$ cat config.mk
export PLATFORM = sky130hd
export DESIGN_NAME = pcpu_core
export DESIGN_NICKNAME = d
export VERILOG_FILES = /design/src/rtl/pcpu_pkg.sv /design/src/rtl/pcpu_alu.sv /design/src/rtl/pcpu_core.sv
export SDC_FILE = /design/constraint.sdc
export NUM_CORES = 1
export LEC_CHECK = 0
export BUFFER_PORTS_ARGS = -buffer_cell sky130_fd_sc_hd__buf_2
export CAP_MARGIN = 20
export CORE_ASPECT_RATIO = 1.5
export CORE_MARGIN = 2
export CORE_UTILIZATION = 45
export DETAILED_ROUTE_END_ITERATION = 12
export SYNTH_ARGS = -nofsm -noshare
export SYNTH_HDL_FRONTEND = slang
export SYNTH_SLANG_ARGS = --single-unit
export TNS_END_PERCENT = 1
$ cat constraint.sdc
create_clock -name clk -period 6.12 [get_ports clk]
set_input_delay 0.918 -clock clk [delete_from_list [all_inputs] [get_ports clk]]
set_output_delay 0.918 -clock clk [all_outputs]
set_load 0.03 [all_outputs]
$ cat src/rtl/pcpu_pkg.sv
// Shared definitions for the pcpu core: opcode values, controller states and
// the operation selector of the ALU.
package pcpu_pkg;

   localparam logic [3:0] OP_LDI  = 4'd0;
   localparam logic [3:0] OP_ST   = 4'd1;
   localparam logic [3:0] OP_LD   = 4'd2;
   localparam logic [3:0] OP_ADDI = 4'd3;
   localparam logic [3:0] OP_SUBI = 4'd4;
   localparam logic [3:0] OP_AND  = 4'd5;
   localparam logic [3:0] OP_OR   = 4'd6;
   localparam logic [3:0] OP_XOR  = 4'd7;
   localparam logic [3:0] OP_ADD  = 4'd8;
   localparam logic [3:0] OP_SUB  = 4'd9;

   typedef enum logic [1:0] {
      S_IDLE = 2'd0,
      S_EXEC = 2'd1,
      S_MEM  = 2'd2,
      S_WB   = 2'd3
   } state_t;

   typedef enum logic [2:0] {
      ALU_PASS = 3'd0,
      ALU_ADD  = 3'd1,
      ALU_SUB  = 3'd2,
      ALU_AND  = 3'd3,
      ALU_OR   = 3'd4,
      ALU_XOR  = 3'd5
   } alu_op_t;

endpackage

$ cat src/rtl/pcpu_alu.sv
// Combinational ALU. carry is the adder carry-out for ADD and the borrow
// (a < b) for SUB; it is 0 for the logic operations and PASS.
module pcpu_alu
   import pcpu_pkg::*;
#(
   parameter int DATA_W = 8
) (
   input  alu_op_t           op,
   input  logic [DATA_W-1:0] a,
   input  logic [DATA_W-1:0] b,
   output logic [DATA_W-1:0] result,
   output logic              carry,
   output logic              zero
);

   logic [DATA_W:0] wide_s;

   // One extra bit holds the carry or borrow of the arithmetic operations
   always_comb begin
      wide_s = {(DATA_W+1){1'b0}};
      case (op)
         ALU_PASS: wide_s = {1'b0, b};
         ALU_ADD:  wide_s = {1'b0, a} + {1'b0, b};
         ALU_SUB:  wide_s = {1'b0, a} - {1'b0, b};
         ALU_AND:  wide_s = {1'b0, a & b};
         ALU_OR:   wide_s = {1'b0, a | b};
         ALU_XOR:  wide_s = {1'b0, a ^ b};
         default:  wide_s = {(DATA_W+1){1'b0}};
      endcase
      result = wide_s[DATA_W-1:0];
      carry  = wide_s[DATA_W];
      zero   = (wide_s[DATA_W-1:0] == {DATA_W{1'b0}});
   end

endmodule

$ cat src/rtl/pcpu_core.sv
// Small multi-cycle accumulator-style core: IDLE -> EXEC -> (MEM) -> WB with an
// inline register file and a single shared ALU.
module pcpu_core
   import pcpu_pkg::*;
#(
   parameter int DATA_W = 8,
   parameter int NREGS  = 16,
   parameter int ADDR_W = 8
) (
   input  logic              clk,
   input  logic              reset,
   input  logic              instr_valid,
   input  logic [15:0]       instr,
   output logic              instr_ready,
   output logic              mem_req,
   output logic              mem_we,
   output logic [ADDR_W-1:0] mem_addr,
   output logic [DATA_W-1:0] mem_wdata,
   input  logic [DATA_W-1:0] mem_rdata,
   input  logic              mem_ack,
   output logic [DATA_W-1:0] result,
   output logic              result_valid,
   output logic              flag_z,
   output logic              flag_c,
   output logic              illegal
);

   localparam int RIDX_W = (NREGS > 1) ? $clog2(NREGS) : 1;

   state_t            state_q, state_d;
   logic [15:0]       instr_q, instr_d;
   logic [DATA_W-1:0] regs_q [NREGS];
   logic [DATA_W-1:0] regs_d [NREGS];
   logic [DATA_W-1:0] result_q, result_d;
   logic              flag_z_q, flag_z_d;
   logic              flag_c_q, flag_c_d;

   logic [3:0]        op_s;
   logic [RIDX_W-1:0] rd_s, rs_s;
   logic [DATA_W-1:0] imm_s, rd_val_s, rs_val_s;
   alu_op_t           alu_op_s;
   logic [DATA_W-1:0] alu_b_s, alu_res_s;
   logic              alu_carry_s, alu_zero_s;
   logic              illegal_s;

   // Field decode of the latched instruction and ALU operand selection
   always_comb begin
      op_s     = instr_q[15:12];
      rd_s     = instr_q[8 +: RIDX_W];
      rs_s     = instr_q[4 +: RIDX_W];
      imm_s    = DATA_W'(instr_q[7:0]);
      rd_val_s = regs_q[rd_s];
      rs_val_s = regs_q[rs_s];
      alu_op_s = ALU_PASS;
      alu_b_s  = imm_s;
      case (op_s)
         OP_ADDI: alu_op_s = ALU_ADD;
         OP_SUBI: alu_op_s = ALU_SUB;
         OP_AND:  begin alu_op_s = ALU_AND; alu_b_s = rs_val_s; end
         OP_OR:   begin alu_op_s = ALU_OR;  alu_b_s = rs_val_s; end
         OP_XOR:  begin alu_op_s = ALU_XOR; alu_b_s = rs_val_s; end
         OP_ADD:  begin alu_op_s = ALU_ADD; alu_b_s = rs_val_s; end
         OP_SUB:  begin alu_op_s = ALU_SUB; alu_b_s = rs_val_s; end
         default: begin alu_op_s = ALU_PASS; alu_b_s = imm_s; end
      endcase
   end

   pcpu_alu #(.DATA_W(DATA_W)) u_alu (
      .op     (alu_op_s),
      .a      (rd_val_s),
      .b      (alu_b_s),
      .result (alu_res_s),
      .carry  (alu_carry_s),
      .zero   (alu_zero_s)
   );

   // Next-state, register-file write and flag update
   always_comb begin
      state_d   = state_q;
      instr_d   = instr_q;
      regs_d    = regs_q;
      result_d  = result_q;
      flag_z_d  = flag_z_q;
      flag_c_d  = flag_c_q;
      illegal_s = 1'b0;
      case (state_q)
         S_IDLE: begin
            if (instr_valid) begin
               instr_d = instr;
               state_d = S_EXEC;
            end else begin
               state_d = S_IDLE;
            end
         end
         S_EXEC: begin
            case (op_s)
               OP_LDI, OP_ADDI, OP_SUBI, OP_AND, OP_OR, OP_XOR, OP_ADD, OP_SUB: begin
                  regs_d[rd_s] = alu_res_s;
                  result_d     = alu_res_s;
                  flag_z_d     = alu_zero_s;
                  // LDI keeps carry; logic ops get 0 from the ALU, clearing it
                  flag_c_d     = (op_s == OP_LDI) ? flag_c_q : alu_carry_s;
                  state_d      = S_WB;
               end
               OP_LD, OP_ST: state_d = S_MEM;
               default: begin
                  illegal_s = 1'b1;
                  state_d   = S_IDLE;
               end
            endcase
         end
         S_MEM: begin
            if (mem_ack) begin
               if (op_s == OP_LD) begin
                  regs_d[rd_s] = mem_rdata;
                  result_d     = mem_rdata;
                  flag_z_d     = (mem_rdata == {DATA_W{1'b0}});
               end else begin
                  result_d = rd_val_s;
               end
               state_d = S_WB;
            end else begin
               state_d = S_MEM;
            end
         end
         S_WB:    state_d = S_IDLE;
         default: state_d = S_IDLE;
      endcase
   end

   // State and datapath registers, cleared asynchronously
   always_ff @(posedge clk or posedge reset) begin
      if (reset) begin
         state_q  <= S_IDLE;
         instr_q  <= 16'h0000;
         result_q <= {DATA_W{1'b0}};
         flag_z_q <= 1'b0;
         flag_c_q <= 1'b0;
         for (int i = 0; i < NREGS; i++) begin
            regs_q[i] <= {DATA_W{1'b0}};
         end
      end else begin
         state_q  <= state_d;
         instr_q  <= instr_d;
         result_q <= result_d;
         flag_z_q <= flag_z_d;
         flag_c_q <= flag_c_d;
         regs_q   <= regs_d;
      end
   end

   assign instr_ready  = (state_q == S_IDLE);
   assign mem_req      = (state_q == S_MEM);
   assign mem_we       = (state_q == S_MEM) && (op_s == OP_ST);
   assign mem_addr     = instr_q[ADDR_W-1:0];
   assign mem_wdata    = rd_val_s;
   assign result       = result_q;
   assign result_valid = (state_q == S_WB);
   assign flag_z       = flag_z_q;
   assign flag_c       = flag_c_q;
   assign illegal      = illegal_s;

endmodule

Yosys cells after proc, flatten, opt, wreduce, memory -nomap -nowiden --
Index checks and enable logic that the tools add are counted.
Word-level totals: input port bits 28, word-level logic and storage cells 101, output and inout port bits 31, flip-flop bits (word level) 156
Operators by class: equal/unequal tests 20, reduce and logical (&&, ||, !) cells 18, magnitude comparators 3, bitwise operators 6, add/sub/neg operators 2, muxes and demuxes 31
Operators with widths (number):
- 128-bit 2-to-1 mux | 3
- 128-bit bitwise mux | 2
- 128-bit one-hot mux with 2 select lines | 1
- 8-bit 2-to-1 mux | 9
- 8-bit binary-select mux with 4-bit select | 2
- 9-bit one-hot mux with 6 select lines | 1
- 8-bit demux with 4-bit select | 1
- 4-bit by 3-bit == test with 1-bit output (second input constant) | 4
- 8-bit logical NOT | 2
- 8-bit one-hot mux with 2 select lines | 1
- 3-bit one-hot mux with 5 select lines | 1
- 5-bit greater-or-equal comparator (second input constant) | 2
- 4-bit inverter with 5-bit output | 2
- 10-bit OR reduction | 1
- 8-bit by 8-bit adder with 9-bit output | 1
- 8-bit by 8-bit subtractor with 9-bit output | 1
- 8-bit AND | 1
- 4-bit by 2-bit == test with 1-bit output (second input constant) | 2
- 4-bit == test (second input constant) | 2
- 8-bit bitwise OR | 1
- 2-bit one-hot mux with 4 select lines | 1
- 8-bit OR reduction | 1
- 8-bit bitwise XOR | 1
- 1-bit 2-to-1 mux | 7
- 22 further kinds | 30

Depth between registers and ports, before layout --
Gate-level depths: netlist of the first run.
depth in word-level cells 10, depth in mapped cells 19, depth with buffers taken out 16

Cells and area by module --
Synthesis of the first run repeated with hierarchy kept, for this count alone.
Unflattened totals: cells, all modules 822, area total of the unflattened synthesis 10023.4 µm²
By module, submodules not included:
- pcpu_core | cells an instance 663, seq. area each 3903.7 µm², area an instance 8852.2 µm², times used 1
- pcpu_alu | cells an instance 159, seq. area each 0.0 µm², area an instance 1171.1 µm², times used 1

Worst setup path after synthesis of the first run --
Ideal clock, no wire load.
kind reg2reg, start register instr_q[4], end register regs_q[124] (netlist name), data required time 5.995 ns, setup slack 2.012 ns, library setup time 0.125 ns, cell stages (with the launch flop) 19, arrival time 3.983 ns, buffers on the path 3, cells stage by stage dfrtp_1 buf_6 buf_6 mux4_2 mux2i_1 nand3_1 o221a_2 inv_1 ha_1 mux2_2 fa_1 nor2b_1 o21ai_0 nor2b_1 xnor2_1 a2111oi_2 a21oi_1 buf_2 mux2_2
On the way: word-level cells in the longest chain between the ends 10
Ends and longest elaborated chain:
- from (decl) | line pcpu_core.sv:31 | logic [15:0] instr_q, instr_d;
- from (signal assigned) | line pcpu_core.sv:144 | instr_q <= instr_d;
- 4-bit inverter with 5-bit output (not written as such) | line pcpu_core.sv:53 | rs_val_s = regs_q[rs_s];
- 8-bit binary-select mux with 4-bit select | line pcpu_core.sv:53
- 8-bit 2-to-1 mux (not written as such) (2 in a row) | line pcpu_core.sv:53
- 8-bit 2-to-1 mux * | line pcpu_core.sv:56 | case (op_s)
- 8-bit by 8-bit subtractor with 9-bit output, or another cell as far along | line pcpu_alu.sv:24 | ALU_SUB: wide_s = {1'b0, a} - {1'b0, b};
- 9-bit one-hot mux with 6 select lines * | line pcpu_alu.sv:21 | case (op)
- 128-bit bitwise mux * | line pcpu_core.sv:98 | regs_d[rd_s] = alu_res_s;
- 128-bit 2-to-1 mux * | line pcpu_core.sv:96 | case (op_s)
- 128-bit one-hot mux with 2 select lines * | line pcpu_core.sv:86 | case (state_q)
- to (signal, indexed assignment) | line pcpu_core.sv:140 | regs_q[i] <= {DATA_W{1'b0}};
- to (signal assigned) | line pcpu_core.sv:148 | regs_q <= regs_d;
- to (decl) | line pcpu_core.sv:32 | logic [DATA_W-1:0] regs_q [NREGS];
Mark *: on every way between the ends. The rest lies on a longest branch, timed or not. The select of a mux whose other input is x is not followed. A chain may end at the register's enable or synchronous reset.

Worst setup path after layout of the first run --
start register instr_q[4], end register regs_q[53] (netlist name)
Same word-level chain as after synthesis.

==> metrics.csv, run 1 <==
stage,metric,value,unit
routing,post_drt_wl_per_cell,25.3,um
logic_synthesis,yosysUniqueCellTypes,76,
logic_synthesis,syn_area,9820,um2
clocking,cts_max_path_buffers,2,
worst_setup_path,crit_buf_inv,3,
worst_setup_path,cp_slowest_cell,dfrtp_1,
die,fp.coreArea,21600,um2
timing,clock_skew,0.00982,ns
placed_design,port_buffers,58,
die,num_io_pins,59,
logic_synthesis,ys_ff_latch,156,
logic_synthesis,yosys_warnings,0,
worst_setup_path,critPathMaxFanout,16,
clocking,cts_buffers,17,
die,start_util,45.6,%
timing,fin_tns_setup,0,ns
timing,report.final.slew_viol_count,0,
routing,dr.first_iter.drc_count,474,
timing,holdWs,0.471,ns
worst_setup_path,max_stage_delay,0.69,ns
routing,ant_nets,0,
clocking,cts_tree,done,
timing,max_freq,190,MHz
die,dieWidth,125,um
cells_and_area,drive_gt1_share,44.8,%
logic_synthesis,synth.largest_area_cell,dfrtp_1,
routing,vias,6788,
placed_design,place.detailed.hpwl,20400,um
logic_synthesis,synthTopCellsByArea,"dfrtp_1, mux2_2, mux4_2",
global_route,gr-total-overflow,0,
worst_setup_path,worst_path_dominant_cell_family,compound AO/OA/AOI/OAI gates,
worst_setup_path,worstSetupStartpointType,register,
timing,worst_pin_slew,1.09,ns
logic_synthesis,netlist.area_leader.share,39.8,%
routing,drt-total-wl,27500,um
timing,setup_viol,0,
timing,fin_ws,0.868,ns
logic_synthesis,async_reset_ff_share,100,%
logic_synthesis,syn_avg_cell_area,12.9,um2
worst_setup_path,cp_cell_sequence,buf_4 > and2b_1 > a221oi_1 > o221a_2 > inv_1 > ha_1 > mux2_2 > inv_1 > ha_1 > nor2b_1 > o31a_1 > o21ai_0 > a21boi_0 > o32ai_1 > o31a_1 > mux2_2,
logic_synthesis,ys_seq_area_share,39.8,%
die,fp.dieH,185,um
worst_setup_path,end_kind,register,
global_route,grt_max_degree,99,
logic_synthesis,synth_edf_count,0,
placed_design,globalplace.congestion,0.942,
global_route,grt_first_pass_wirelength,42500,um
placed_design,dp_slack,0.722,ns
timing,period_share,85.8,%
logic_synthesis,syn_inst,764,
cells_and_area,diodes,0,
timing,rsz0062_at_grt,no,
clocking,cts_root_buf,clkbuf_16,
worst_setup_path,required,6.49,ns
timing,fin_crit,5.25,ns
global_route,gr-usage-all-layers,24.6,%
logic_synthesis,synth_commonest_cells,"dfrtp_1, mux2_2, mux4_2",
min_path,hold_class,reg2reg,
worst_setup_path,reg2reg_slack,0.87,ns
routing,viasPerCell,6.24,
clocking,holdBufCountCts,0,
worst_setup_path,critical_path_arrival,5.62,ns
timing,maxSlewHeadroom,27.5,%
clocking,ctsHtreeMaxLevel,4,
cells_and_area,area_growth,10.4,%
worst_setup_path,path_class,reg2reg,
clocking,cts.sinks,156,
logic_synthesis,synth_flop_cell,dfrtp_1,
clocking,clk_latency,0.43,ns
run_status,outcome,finished clean,
clocking,path_clk_slew,0.06,ns
clocking,post_cts_buffers,0,
logic_synthesis,syn_nets,823,
global_route,antenna_found_initial,0,
global_route,first_global_vias,7105,
die,fp.dieArea,23000,um2
timing,finalHoldViolations,0,
routing,first_pass_iters,7,
job,drv_cap,0,
routing,drc,0,
logic_synthesis,synth_most_common_cell,dfrtp_1,
cells_and_area,final_net_count,861,
clocking,cts.repair.resized,0,
die,num_rows,66,
## layout by cell type, fill, tap and decap left out, drive strengths merged, types with 19 or more instances in the layout
cell type,synthesis,final
a21oi,26,26
buf,44,78
clkbuf,15,19
dfrtp,156,156
ha,30,30
inv,29,32
mux2,163,163
mux2i,26,26
mux4,60,60
nand2,44,44
nor2,23,23
o21ai,22,22
## metal layers
layer | up-vias | track usage, % | share of wire, %
met5 | - | 0 | 0
met4 | 0 | 14.2 | 5.3
met3 | 80 | 4.51 | 5.1
met2 | 275 | 44.5 | 53
met1 | 3470 | 27.1 | 36
li1 | 2963 | - | -
## through the flow
step | utilization [%] | cells | cell area [um2]
finish | 50.3 | 1087 | 10800
global route | 50.3 | 1087 | 10800
CTS | 50.2 | 1085 | 10800
detailed placement | 47.4 | 1053 | 10200
global placement | 47.4 | 1053 | 10200
floorplan | - | 764 | 9820
## sequential cells by signal (all words and copies together), names as in the netlist, named ones only
signal / flops
regs_q: 128
instr_q: 16
result: 8
flag_c: 1
flag_z: 1
state_q: 1
## path summary, 6_finish.rpt
check | startpoint | endpoint | cells past startpoint
worst max register to register | instr_q[4] | regs_q[53] | 16
worst max-delay path | instr_q[4] | regs_q[53] | 16
min in group asynchronous | reset | regs_q[30] | 2
worst min register to register | result[2] | result[2] | 2
worst min-delay path | result[2] | result[2] | 2
max in group asynchronous | reset | instr_q[6] | 3
## logic make-up after synthesis
group | after synthesis | synth area share, %
compound gates | 103 | 7.71
xor+xnor | 10 | 0.892
fa+ha+maj | 31 | 4.03
buf+inv | 88 | 4.92
flops | 156 | 39.8
mux | 249 | 35.2
simple gates | 127 | 7.53
## final cells by class
cell class	count	area [um2]
clock buffers	19	443
flip-flops and latches	156	3910
inverters	29	114
clock inverters	13	163
multi-input cells	520	5430
well taps	272	340
repair buffers	78	440
fillers	1866	10700
## tightest hold or removal path, cell delays in order (launching register included)
cell,delay (ns)
dfrtp_1,0.34
nand2_1,0.05
o31ai_1,0.05
Power of run 1 is not shown: default switching activity piles up to over one toggle a cycle in this logic, so the estimate is an artifact.
==> run 2, diff against run 1 <==
RECOVER_POWER = 50   (was not set)
REMOVE_ABC_BUFFERS = 1   (was not set)
==> run 2 against run 1 <==
Net effect:
- critical endpoint is now regs_q[13]
- setup slack gained 0.14 ns
- design area shrank 0.25%
- the run now ends with max-capacitance violations, max-slew violations left
- flip-flop and latch count is the same
- highest routed layer unchanged
==> metrics.csv, run 2 (same netlist as run 1, synthesis figures left out) <==
stage,metric,value,unit
timing,worst_pin_slew,3.86,ns
die,dieWidth,125,um
run_status,outcome,"finished, violations left",
cells_and_area,area_growth,10.1,%
placed_design,globalplace.congestion,0.900,
routing,first_pass_iters,5,
cells_and_area,final_net_count,864,
run_status,violations,"max-capacitance violations, max-slew violations",
timing,maxSlewHeadroom,-158,%
global_route,gr-usage-all-layers,25.3,%
global_route,gr-total-overflow,0,
timing,period_share,83.5,%
placed_design,place.detailed.hpwl,20600,um
clocking,cts_root_buf,clkbuf_16,
cells_and_area,top_register,regs_q,
global_route,grt_max_degree,101,
routing,drt-total-wl,28400,um
clocking,cts.repair.resized,0,
timing,report.final.slew_viol_count,101,
clocking,cts_buffers,17,
clocking,post_cts_buffers,0,
worst_setup_path,worstSetupStartpointType,register,
worst_setup_path,critical_path_arrival,5.48,ns
timing,finalHoldViolations,0,
clocking,cts.sinks,156,
routing,post_drt_wl_per_cell,26.0,um
timing,max_freq,196,MHz
placed_design,port_buffers,58,
routing,vias,6743,
timing,fin_crit,5.11,ns
die,start_util,45.6,%
routing,drc,0,
timing,fin_tns_setup,0,ns
worst_setup_path,path_class,reg2reg,
die,num_rows,66,
die,fp.coreArea,21600,um2
global_route,antenna_found_initial,0,
cells_and_area,largest_register_ffs,128,
die,fp.dieArea,23000,um2
routing,ant_nets,0,
routing,dr.first_iter.drc_count,551,
die,num_io_pins,59,
timing,clock_skew,0.0131,ns
cells_and_area,drive_gt1_share,42.8,%
worst_setup_path,end_kind,register,
global_route,first_global_vias,7193,
job,drv_cap,1,
cells_and_area,diodes,0,
clocking,holdBufCountCts,0,
routing,viasPerCell,6.19,
clocking,clk_latency,0.44,ns
timing,rsz0062_at_grt,no,
clocking,path_clk_slew,0.07,ns
clocking,cts_tree,done,
min_path,hold_class,reg2reg,
global_route,grt_first_pass_wirelength,43600,um
placed_design,dp_cells,1056,
worst_setup_path,critPathMaxFanout,16,
clocking,cts_max_path_buffers,2,
worst_setup_path,required,6.49,ns
cells_and_area,final_common_cell,dfrtp_1,
timing,setup_viol,0,
cells_and_area,final_cells,1090,
cells_and_area,final_cell_mix,"dfrtp_1, mux2_2, mux4_2",
clocking,ctsHtreeMaxLevel,4,
die,fp.dieH,185,um
## run 2: layer usage
layer  wire (um)  GRT usage [%]  vias to the layer above
met5           0              0                        -
met4        1280           12.1                        0
met3        1160           4.45                       67
met2       15400           46.7                      221
met1       10500           28.2                     3499
li1            -              -                     2956
## run 2: path summary, 6_finish.rpt
kind	endpoint	from	slack, ns	cells past startpoint
max	regs_q[13]	instr_q[14]	1.01	17
min	result[6]	result[6]	0.49	2
max reg2reg	regs_q[13]	instr_q[14]	1.01	17
min reg2reg	result[6]	result[6]	0.49	2
max in group asynchronous	instr_q[8]	reset	1.74	2
min in group asynchronous	regs_q[119]	reset	1.92	2
## run 2: layout make-up
class                           instances  area (um2)
Clock inverter                         13         133
Multi-Input combinational cell        520        5430
Clock buffer                           19         453
Tap cell                              272         340
Inverter                               29         109
Timing Repair Buffer                   81         440
Fill cell                            1881       10700
Sequential cell                       156        3910
## run 2: metrics by stage
stage                     instance area (um2)  hold slack (ns)  worst slack [ns]  utilization, %
final                                   10800            0.485              1.01            50.2
after global routing                    10800            0.507             0.701            50.2
after CTS                               10800            0.485              1.03            50.2
after detailed placement                10200            0.470              1.07            47.5
after global placement                  10200            0.461              1.15            47.5
after floorplan                          9450            0.476             0.995               -
## run 2: worst max-delay path: stages (launching register included)
cell and delay (ns):
dfrtp_1 0.38, clkbuf_1 0.34, or3b_4 0.52, o21ai_4 0.22, nand2b_2 0.20, o221a_2 0.33
inv_1 0.10, ha_1 0.23, mux2_2 0.29, inv_1 0.07, ha_1 0.22, nor2b_1 0.14
o31a_1 0.28, o21ai_0 0.22, a21boi_0 0.12, o32ai_1 0.55, o31a_1 0.55, mux2_2 0.27
Power of run 2 is left out for the same reason.
